==> config.mk <==
export PLATFORM = sky130hd
export DESIGN_NAME = id_ex_pipe
export DESIGN_NICKNAME = d
export VERILOG_FILES = /design/src/rtl/riscv_pipe_pkg.sv /design/src/rtl/id_ex_pipe_hazard_detect.sv /design/src/rtl/id_ex_pipe.sv
export SDC_FILE = /design/constraint.sdc
export NUM_CORES = 1
export LEC_CHECK = 0
export CAP_MARGIN = 15
export CORE_ASPECT_RATIO = 0.7
export CORE_MARGIN = 3
export CORE_UTILIZATION = 43
export DETAILED_ROUTE_END_ITERATION = 12
export PLACE_DENSITY = 0.86
export SETUP_SLACK_MARGIN = 0.02
export SLEW_MARGIN = 20
export SYNTH_ARGS = -nofsm -noshare
export SYNTH_HDL_FRONTEND = slang
export SYNTH_SLANG_ARGS = --single-unit
==> constraint.sdc <==
create_clock -name clk -period 6 [get_ports clk]
set_input_delay 1.2 -clock clk [delete_from_list [all_inputs] [get_ports clk]]
set_output_delay 1.2 -clock clk [all_outputs]
set_load 0.005 [all_outputs]
==> src/rtl/riscv_pipe_pkg.sv <==
// Shared pipeline definitions: datapath widths, ALU op encodings and the
// control bundle carried by every inter-stage register.
package riscv_pipe_pkg;

  localparam int XLEN      = 32;
  localparam int REG_IDX_W = 5;
  localparam int ALU_OP_W  = 3;

  typedef enum logic [ALU_OP_W-1:0] {
    ALU_ADD = 3'd0,
    ALU_SUB = 3'd1,
    ALU_AND = 3'd2,
    ALU_OR  = 3'd3,
    ALU_XOR = 3'd4,
    ALU_SLT = 3'd5,
    ALU_SLL = 3'd6,
    ALU_SRL = 3'd7
  } aluOp_e;

  typedef struct packed {
    logic                regWrite;
    logic                memWrite;
    logic                memRead;
    logic [ALU_OP_W-1:0] aluOp;
  } ctrl_t;

  localparam ctrl_t CTRL_NOP = '0;

  // x0 is hard-wired to zero, so a write-back to it must never be forwarded.
  function automatic logic wbHits(input logic                 wbRegWrite,
                                  input logic [REG_IDX_W-1:0] wbRd,
                                  input logic [REG_IDX_W-1:0] rs);
    return wbRegWrite && (wbRd != '0) && (wbRd == rs);
  endfunction

endpackage

==> src/rtl/id_ex_pipe_hazard_detect.sv <==
// Load-use hazard: the instruction in EX is a load whose result the
// instruction in ID needs before it is available.
module hazard_detect
  import riscv_pipe_pkg::*;
(
  input  logic                 exValid,
  input  logic                 exMemRead,
  input  logic [REG_IDX_W-1:0] exRd,
  input  logic                 idValid,
  input  logic [REG_IDX_W-1:0] idRs1,
  input  logic [REG_IDX_W-1:0] idRs2,
  input  logic                 idUsesRs2,
  output logic                 loadUse
);

  assign loadUse = exValid & exMemRead & (exRd != '0) & idValid &
                   ((exRd == idRs1) | (idUsesRs2 & (exRd == idRs2)));

endmodule

==> src/rtl/id_ex_pipe.sv <==
// ID/EX pipeline register with load-use bubbling, branch flush, EX
// backpressure hold, write-back bypass and a saturating stall counter.
module id_ex_pipe #(
  parameter int XLEN        = riscv_pipe_pkg::XLEN,
  parameter int STALL_CNT_W = 16
) (
  input  logic                                 clk,
  input  logic                                 reset,
  input  logic                                 id_valid,
  input  logic [XLEN-1:0]                      id_pc,
  input  logic [riscv_pipe_pkg::REG_IDX_W-1:0] id_rs1,
  input  logic [riscv_pipe_pkg::REG_IDX_W-1:0] id_rs2,
  input  logic                                 id_uses_rs2,
  input  logic [riscv_pipe_pkg::REG_IDX_W-1:0] id_rd,
  input  logic [XLEN-1:0]                      id_read_data1,
  input  logic [XLEN-1:0]                      id_read_data2,
  input  logic [XLEN-1:0]                      id_imm,
  input  logic                                 id_reg_write,
  input  logic                                 id_mem_write,
  input  logic                                 id_mem_read,
  input  logic [riscv_pipe_pkg::ALU_OP_W-1:0]  id_alu_op,
  input  logic                                 ex_ready,
  input  logic                                 flush,
  input  logic                                 wb_reg_write,
  input  logic [riscv_pipe_pkg::REG_IDX_W-1:0] wb_rd,
  input  logic [XLEN-1:0]                      wb_data,
  output logic                                 id_stall,
  output logic                                 ex_valid,
  output logic [XLEN-1:0]                      ex_pc,
  output logic [riscv_pipe_pkg::REG_IDX_W-1:0] ex_rs1,
  output logic [riscv_pipe_pkg::REG_IDX_W-1:0] ex_rs2,
  output logic [riscv_pipe_pkg::REG_IDX_W-1:0] ex_rd,
  output logic [XLEN-1:0]                      ex_op_a,
  output logic [XLEN-1:0]                      ex_op_b,
  output logic [XLEN-1:0]                      ex_imm,
  output logic                                 ex_reg_write,
  output logic                                 ex_mem_write,
  output logic                                 ex_mem_read,
  output logic [riscv_pipe_pkg::ALU_OP_W-1:0]  ex_alu_op,
  output logic [STALL_CNT_W-1:0]               stall_count
);

  import riscv_pipe_pkg::*;

  ctrl_t exCtrl;
  ctrl_t idCtrl;
  logic  loadUse;
  logic  [STALL_CNT_W-1:0] stallCnt;

  hazard_detect uHazard (
    .exValid  (ex_valid),
    .exMemRead(exCtrl.memRead),
    .exRd     (ex_rd),
    .idValid  (id_valid),
    .idRs1    (id_rs1),
    .idRs2    (id_rs2),
    .idUsesRs2(id_uses_rs2),
    .loadUse  (loadUse)
  );

  // Flush overrides both stall causes: the ID instruction is being killed anyway.
  assign id_stall = reset & ~flush & (~ex_ready | loadUse);

  always_comb begin
    idCtrl          = CTRL_NOP;
    idCtrl.regWrite = id_valid & id_reg_write & (id_rd != '0);
    idCtrl.memWrite = id_valid & id_mem_write;
    idCtrl.memRead  = id_valid & id_mem_read;
    idCtrl.aluOp    = id_valid ? id_alu_op : '0;
  end

  always_ff @(posedge clk) begin
    if (!reset) begin
      ex_valid <= 1'b0;
      exCtrl   <= CTRL_NOP;
      ex_pc    <= '0;
      ex_rs1   <= '0;
      ex_rs2   <= '0;
      ex_rd    <= '0;
      ex_op_a  <= '0;
      ex_op_b  <= '0;
      ex_imm   <= '0;
    end else if (flush) begin
      ex_valid <= 1'b0;
      exCtrl   <= CTRL_NOP;
    end else if (!ex_ready) begin
      // Held operands keep tracking write-back so they are not stale on release.
      if (wbHits(wb_reg_write, wb_rd, ex_rs1)) ex_op_a <= wb_data;
      if (wbHits(wb_reg_write, wb_rd, ex_rs2)) ex_op_b <= wb_data;
    end else if (loadUse) begin
      ex_valid <= 1'b0;
      exCtrl   <= CTRL_NOP;
    end else begin
      ex_valid <= id_valid;
      exCtrl   <= idCtrl;
      ex_pc    <= id_pc;
      ex_rs1   <= id_rs1;
      ex_rs2   <= id_rs2;
      ex_rd    <= id_rd;
      ex_imm   <= id_imm;
      ex_op_a  <= wbHits(wb_reg_write, wb_rd, id_rs1) ? wb_data : id_read_data1;
      ex_op_b  <= wbHits(wb_reg_write, wb_rd, id_rs2) ? wb_data : id_read_data2;
    end
  end

  always_ff @(posedge clk) begin
    if (!reset) begin
      stallCnt <= '0;
    end else if (id_stall && (stallCnt != '1)) begin
      stallCnt <= stallCnt + STALL_CNT_W'(1);
    end
  end

  assign ex_reg_write = exCtrl.regWrite;
  assign ex_mem_write = exCtrl.memWrite;
  assign ex_mem_read  = exCtrl.memRead;
  assign ex_alu_op    = exCtrl.aluOp;
  assign stall_count  = stallCnt;

endmodule
# [Yosys cells after proc, flatten, opt, wreduce, memory -nomap -nowiden]
# Index checks and enable logic that the tools add are counted.
[word_totals] reg_bits=166 word_cells=65 out_inout_bits=167 input_bits=193
[classes] mux=11 n_addsub=1 n_bitwise=17 reduce_logical=15 n_eq_ne=8
[op_table] operator="32-bit 2-to-1 mux" n=8
[op_table] operator="5-bit == test" n=6
[op_table] operator="16-bit by 1-bit adder with 16-bit output, second input constant" n=1
[op_table] operator="16-bit != test, second input constant" n=1
[op_table] operator="5-bit nonzero test" n=3
[op_table] operator="1-bit bitwise AND" n=11
[op_table] operator="3-bit AND reduction" n=3
[op_table] operator="1-bit logical AND" n=6
[op_table] operator="6-bit 2-to-1 mux" n=1
[op_table] operator="1-bit NOT" n=4
[op_table] operator="2-bit nonzero test" n=2
[op_table] operator="3-bit 2-to-1 mux" n=1
[op_table] operator="2-bit != test, second input constant" n=1
[op_table] operator="1-bit bitwise OR" n=2
[op_table] operator="2-bit OR reduction" n=1
[op_table] operator="1-bit 2-to-1 mux" n=1

# [Depth between registers and ports, before layout]
# Gate-level depths: netlist (run 1).
[logic_depth] ltp_word=7 ltp_mapped=9 depth_no_buf=6

# [Modules after synthesis]
# A second synthesis (run 1) with hierarchy kept.
[unflattened] cells_unflattened=816 area_unflattened_um2=7208.2
[modules_own_cells] mod="id_ex_pipe" n_inst=1 cells_per_inst=799 seq_area_each_um2=3323.2 area_per_inst_um2=7078.0
[modules_own_cells] mod="hazard_detect" n_inst=1 cells_per_inst=17 seq_area_each_um2=0.0 area_per_inst_um2=130.1

# [Worst setup path after synthesis (run 1)]
# No wires, ideal clock.
[synth_path] path_kind="input -> output" start="in id_rs2[3] in the netlist's numbering" end="out id_stall" stages=5 slack_ps=2632 arrival_ps=2168 path_buffers=0 t_required_ps=4800 path_cell_list="xor2_1 nor4_2 a22oi_1 o21a_1 nor2_1"
[synth_between] elab_chain_cells=6
[synth_rtl] element="start: declaration" line_no="id_ex_pipe.sv:12" rtl="input logic [riscv_pipe_pkg::REG_IDX_W-1:0] id_rs2,"
[synth_rtl] element="5-bit == test" line_no="id_ex_pipe_hazard_detect.sv:17" rtl="((exRd == idRs1) | (idUsesRs2 & (exRd == idRs2)));"
[synth_rtl] element="1-bit bitwise AND" line_no="id_ex_pipe_hazard_detect.sv:17"
[synth_rtl] element="1-bit bitwise OR" line_no="id_ex_pipe_hazard_detect.sv:17"
[synth_rtl] element="1-bit bitwise AND" line_no="id_ex_pipe_hazard_detect.sv:16" rtl="assign loadUse = exValid & exMemRead & (exRd != '0) & idValid &"
[synth_rtl] element="1-bit bitwise OR" line_no="id_ex_pipe.sv:62" rtl="assign id_stall = reset & ~flush & (~ex_ready | loadUse);"
[synth_rtl] element="1-bit bitwise AND" line_no="id_ex_pipe.sv:62"
[synth_rtl] element="end: declaration" line_no="id_ex_pipe.sv:27" rtl="output logic id_stall,"
# Every way passes these cells.

# [Worst setup path after layout (run 1)]
# Ends and elaborated chain as after synthesis.

==> impl_results.md, run 1 <==
- Fin util: 71.12%
- CP Launch Type: input port
- Syn Nets: about 1100
- Layout cells sized above 1: 4.452%
- Die ar.: ~18000 µm²
- Clock transition at path regs: about 0.070 ns
- First-pass GRT wire length: about 40000 µm
- Vias in the first global route: around 7300
- GRT Total Usage: a little over a quarter
- HP Start: ex_imm[14]
- Critical path class: in2out
- Cell Count, Final, Fillers Out: between 1000 and 1500
- Clk_lat worst skew: between 0.4 and 0.5 ns
- Clock Power Share: about two fifths
- # DRC: 0
- Maximum vdd ir drop: roughly 0.17 mV
- # hold bufs at CTS: 0
- Antenna viol nets, final: 0
- Worst slew margin: between 30% and 40%
- Pint: ~0.0020 W
- Standard-cell rows: 38
- Nets: around 1400
- R2R depth: 6
- Worst hold stages: 2
- Total CTS buffers: 17
- DR WL/cell: approximately 18 µm
- Critical R2R Capture: ex_imm[26]
- Final setup viols: 0
- CP Data Required Time: approximately 4.8 ns
- CTS tree: built
- Total setup buffers inserted after CTS: 0
- Worst-Margin Slew: roughly 1 ns
- Core Region: approximately 16000 µm²
- Fillers: between 1000 and 1500
- Psw: 0.0007701 W
- Die height: 113.1 µm
- RR Startpoint: ex_rd[1]
- Initial antenna violation count: 0
- Syn. warnings: 0
- Post-placement cell count: 1401
- Via count: ~7700
- Total global routing overflow: 0
- CP arrival: between 3 and 4 ns
- P per Cell Area: roughly 250 nW/µm²
- EDFF count, synth: 0
- Wirelength, routed: approximately 26000 µm
- Synth cell types: 46
- FFs w/ async S/R, synth: 0%
- Sequential share of power: between 40% and 50%
- CP endpoint kind: output port
- Commonest non-fill, non-tap cell in the layout: clkdlybuf4s50_1
- Root buffer cell: clkbuf_16
- H-tree depth: 4
- Number of synthesized register bits: approximately 170
- Clock sink total: 166
- Max frequency: between 200 and 250 MHz
- Post-cts resize count: 0
- Post-synthesis cell count: 888
- CP Max Fanout: 4
- Pins Over Slew Limit: 0
- Worst Skew: approximately 0.012 ns
- Reg2Reg Setup Slack: approximately 3.0 ns
- Sw Ratio: 27.64%
- Dpl cell area: between 10000 and 15000 µm²
- Hold Vio Cnt, Final: 0
- Post-layout instance area: roughly 11000 µm²
- GP Congestion: 0.8447
- # port buffers: ~360
- Syn avg cell area: a little under 8 µm²
- Hold Path Sink: ex_imm[14]
- Die boundary width: 159.1 µm
- Leading cell types in the layout, fill and taps excluded: clkdlybuf4s50_1 (358), dfxtp_1 (166), nand2_1 (155)
- Starting Density: about 45%
- RSZ-0062 raised after global routing: no
- Register area share after synthesis: 47.13%
- Max cap viols: 0
- Layout Area Growth over Synthesis: 59.19%
- Setup Total Neg Slack: 0 ns
- DR pass1 iterations: 5
- Synth Flop Type: dfxtp_1
- Post-DP HPWL: 18640 µm
- Status: completed
- Pleak: 4.038 nW
- Tmin final: 4.654 ns
- # IOs: 360
- Tightest Hold Check Type: reg2reg
- Total power draw: around 0.0028 W
- Vias/cell: roughly 5.3
- Mapped Area: 7052 µm²
- CTS max path bufs: 2
- Initial drt markers: ~630
- Logic gate share of total power: 18.2%
- Tcrit/Tclk final: approximately 78%
- Largest net degree at the start of global routing: around 120
## power by group through the flow
stage | logic, W | clock network (W) | registers (W)
2_1_floorplan | 0.000189 | 0 | 0.00124
3_3_place_gp | 0.000497 | 0 | 0.00123
3_5_place_dp | 0.000504 | 0 | 0.00123
4_1_cts | 0.000508 | 0.00109 | 0.00121
5_1_grt | 0.000551 | 0.00113 | 0.00122
6_report | 0.000507 | 0.00107 | 0.00121
## routing by layer
metal	wire length, µm	share of wire, %	vias to the layer above	track usage [%]
li1	-	-	3745	-
met4	724	2.8	0	8.921
met2	12140	48	341	46.20
met1	10500	41	3514	33.85
met3	2157	8.4	53	8.525
met5	0	0	-	0
## cell families (layout without fill, tap and decap cells)
| group | Yosys count | count (layout) | synth area share, % |
|---|---|---|---|
| AOI/OAI and AO/OA | 307 | 307 | 23.28 |
| adders and majority gates | 1 | 1 | 0.1774 |
| and+or+nand+nor | 298 | 298 | 19.32 |
| buffers and inverters | 82 | 407 | 5.838 |
| xor gates and xnor gates | 32 | 32 | 3.974 |
| DFF | 166 | 166 | 47.13 |
| other | 0 | 1 | 0 |
| muxes | 2 | 2 | 0.2839 |
## flip-flops by register name, summed over array words and instances, names as in the netlist
signal and count:
ex_mem_read 1, ex_op_a 32, ex_alu_op 3, ex_imm 32, ex_rd 5, ex_op_b 32, ex_valid 1, ex_pc 32
stall_count 16, ex_rs1 5, ex_reg_write 1, ex_rs2 5, ex_mem_write 1
## critical path: stages
cell             delay (ns)
clkdlybuf4s50_1        0.49
xor2_1                 0.18
nor4_2                 0.40
a22oi_1                0.20
o21a_1                 0.28
nor2_1                 0.13
clkdlybuf4s50_1        0.58
## synth_stat cells (2+ instances only)
| cell type | instances | area, µm² |
|---|---|---|
| a22o_1 | 5 | 43.79 |
| a22oi_1 | 2 | 15.01 |
| buf_2 | 19 | 95.09 |
| nand4_1 | 3 | 18.77 |
| or3_1 | 2 | 12.51 |
| o2111ai_2 | 2 | 30.03 |
| nand3_1 | 91 | 455.4 |
| a31oi_1 | 2 | 12.51 |
| buf_4 | 3 | 22.52 |
| dfxtp_1 | 166 | 3323 |
| o21ai_1 | 64 | 320.3 |
| nor4_1 | 7 | 43.79 |
| a21oi_1 | 131 | 655.6 |
| clkbuf_1 | 41 | 153.9 |
| buf_6 | 9 | 101.4 |
| xor2_1 | 18 | 157.7 |
| nor2_1 | 13 | 48.80 |
| and3_1 | 3 | 18.77 |
| a221oi_1 | 2 | 17.52 |
| o31ai_1 | 6 | 45.04 |
| or3_4 | 2 | 22.52 |
| inv_1 | 7 | 26.28 |
| nand2b_1 | 3 | 18.77 |
| o211ai_1 | 3 | 22.52 |
| xnor2_1 | 14 | 122.6 |
| or4_1 | 4 | 30.03 |
| buf_1 | 2 | 7.510 |
| nand2_1 | 155 | 581.8 |
| mux2i_1 | 2 | 20.02 |
| nor3_2 | 3 | 30.03 |
| o21ai_0 | 83 | 415.4 |
| nor3_1 | 7 | 35.03 |
## final cells by class
cell class	count	area (µm²)	area share, %
Timing Repair Buffer	368	3674	32.72
Multi-Input combinational cell	640	3342	29.77
Sequential cell	166	3323	29.60
Clock buffer	17	425.4	3.790
Tap cell	220	275.3	2.452
Clock inverter	15	157.7	1.404
Inverter	7	26.28	0.2341
Antenna cell	1	2.502	0.02229
## per-stage QoR
stage	worst slack, ns	hold WS, ns
floorplan	2.632	0.4447
global placement	1.409	0.4349
detailed placement	1.376	0.4458
CTS	1.355	0.4576
global route	1.178	0.4829
finish	1.346	0.4535
## worst max path at each step
stage                           to  slack [ns]  startpoint
after floorplan           id_stall        2.63   id_rs2[3]
after global placement    id_stall        1.41   id_rs2[3]
after detailed placement  id_stall        1.38   id_rs2[3]
after CTS                 id_stall        1.35   id_rs2[3]
after global routing      id_stall        1.18   id_rs2[3]
final                     id_stall        1.35   id_rs2[3]
Note: power is estimated with default switching activity, not from simulation.
==> inputs of run 2 (changes only) <==
Settings changed: CORE_UTILIZATION 43 to 36, PLACE_DENSITY 0.86 to 0.77.
Clock period 6 ns to 3.85 ns, I/O delays scaled along.
==> run 2 against run 1 <==
Flip-flop and latch count is the same. Sequential power up 56%. Via count is 0.94% higher. Final area increased by 1.0%. Die area is 19% higher. Cell count is 3.4% higher. Total power grew 56%. Utilization down 12 points. First-iteration DRC count fell by 14%. Critical path type unchanged. Largest cell class unchanged.
==> impl_results.md, run 2 (synthesis gave the netlist of run 1 again) <==
- Status: completed
- Worst slew margin: 19.84%
- Die ar.: 21330 µm²
- Crit path buffers/inverters: 2
- Worst-Margin Slew: approximately 1.2 ns
- DR pass1 iterations: 5
- Final setup viols: 0
- Nets: 1399
- Wirelength, routed: between 20000 and 30000 µm
- Standard-cell rows: 42
- Most frequent CP cell: clkdlybuf4s50_1
- Slowest cell on crit path: clkdlybuf4s50_1
- Sequential cell area: 3323 µm²
- CTS tree: built
- First-pass GRT wire length: between 40000 and 50000 µm
- Initial antenna violation count: 1
- RSZ-0062 raised after global routing: no
- # port buffers: between 300 and 400
- CP Data Required Time: just over 3 ns
- CP Launch Type: input port
- Biggest cell delay along the critical path: roughly 0.53 ns
- Clock sink total: roughly 170
- Total global routing overflow: 0
- Critical path's top delay family: buffers and inverters
- Layout Area Growth over Synthesis: 60.79%
- Core Region: between 15000 and 20000 µm²
- Tcrit/Tclk final: 97.42%
- GP Congestion: between 0.8 and 0.9
- Post-DP HPWL: between 15000 and 20000 µm
- CP Max Fanout: 3
- Setup Total Neg Slack: 0 ns
- Root buffer cell: clkbuf_16
- CP endpoint kind: output port
- Die height: ~120 µm
- CTS max path bufs: 2
- DR WL/cell: about 18 µm
- Worst Skew: approximately 0.015 ns
- # DRC: 0
- Starting Density: between 30% and 40%
- Max cap viols: 0
- Commonest non-fill, non-tap cell in the layout: clkdlybuf4s50_1
- Vias in the first global route: around 7200
- Initial drt markers: between 500 and 600
- Fillers: 1686
- Leading cell types in the layout, fill and taps excluded: clkdlybuf4s50_1 (358), dfxtp_1 (166), nand2_1 (155)
- Die boundary width: between 150 and 200 µm
- # IOs: 360
- CP arrival: 2.98 ns
- # hold bufs at CTS: 0
- Area of the multi-input gates: approximately 3300 µm²
- Total CTS buffers: 17
- Vias/cell: 5.209
- Pleak: a little over 4 nW
- Largest net degree at the start of global routing: 230
- Maximum vdd ir drop: about 0.26 mV
- Tightest Hold Check Type: reg2reg
- P per Cell Area: between 300 and 400 nW/µm²
- Final hold slack: around 0.46 ns
- Crit-path cells: clkdlybuf4s50_1 -> xor2_1 -> nor4_2 -> a22oi_1 -> o21a_2 -> nor2_2 -> clkdlybuf4s50_1
- Layout cells sized above 1: 5.008%
- Antenna viol nets, final: 0
- Clk_lat worst skew: 0.42 ns
- H-tree depth: 4
- GRT Total Usage: 23.61%
- Pins Over Slew Limit: 0
- Via count: 7725
- Clock transition at path regs: around 0.070 ns
- Max frequency: approximately 270 MHz
- Critical path class: in2out
- Tmin final: about 3.8 ns
- Hold Vio Cnt, Final: 0
==> run 2: cell type report <==
class / count / area share [%]
well taps: 264 / 2.913
clock inverters: 14 / 1.181
inverters: 7 / 0.2317
multi-input cells: 640 / 29.51
clock buffers: 18 / 3.873
flip-flops and latches: 166 / 29.31
repair buffers: 373 / 32.96
diodes: 1 / 0.02207
==> run 2: final timing paths <==
kind / cells past startpoint / to / startpoint / slack [ns]
hold reg to reg: 2 / ex_imm[11] / ex_imm[11] / 0.46
setup / recovery: 7 / id_stall / id_rs2[2] / 0.1
setup reg to reg: 6 / ex_op_a[17] / ex_rd[0] / 1.11
hold / removal: 2 / ex_imm[11] / ex_imm[11] / 0.46
==> run 2: timing repair <==
action                                  CTS  global route
resized for setup                         0             2
buffers inserted                          0             1
endpoints found under the setup margin    0             1
==> run 2: worst min-delay path, stage by stage (launching register included) <==
cell and delay (ns):
dfxtp_1 0.31, nand2_1 0.05, o21ai_0 0.06
==> run 2: per-stage QoR <==
stage / power (W) / utilization, % / instance area (µm²) / instances / setup slack (ns)
2_1_floorplan: 0.002219 / - / 7052 / 888 / 1.323
3_3_place_gp: 0.002710 / 56.36 / 10750 / 1449 / 0.1005
3_5_place_dp: 0.002722 / 56.36 / 10750 / 1449 / 0.09317
4_1_cts: 0.004387 / 59.37 / 11320 / 1481 / 0.08945
5_1_grt: 0.004520 / 59.44 / 11340 / 1483 / 0.03289
6_report: 0.004344 / 59.44 / 11340 / 1483 / 0.09948
==> run 2: where the power goes <==
part / switching, W / leakage (nW) / internal, W
combinational: 0.000346 / 2.43 / 0.000455
clock: 0.000782 / 0.273 / 0.000874
sequential: 0.0000643 / 1.36 / 0.00182
==> run 2: metal layers <==
metal / routed length [µm] / vias up / track usage [%]
met5: 0 / - / 0
met2: 12200 / 338 / 37.36
met3: 2381 / 48 / 8.717
li1: - / 3744 / -
met1: 11110 / 3595 / 29.59
met4: 816 / 0 / 9.109
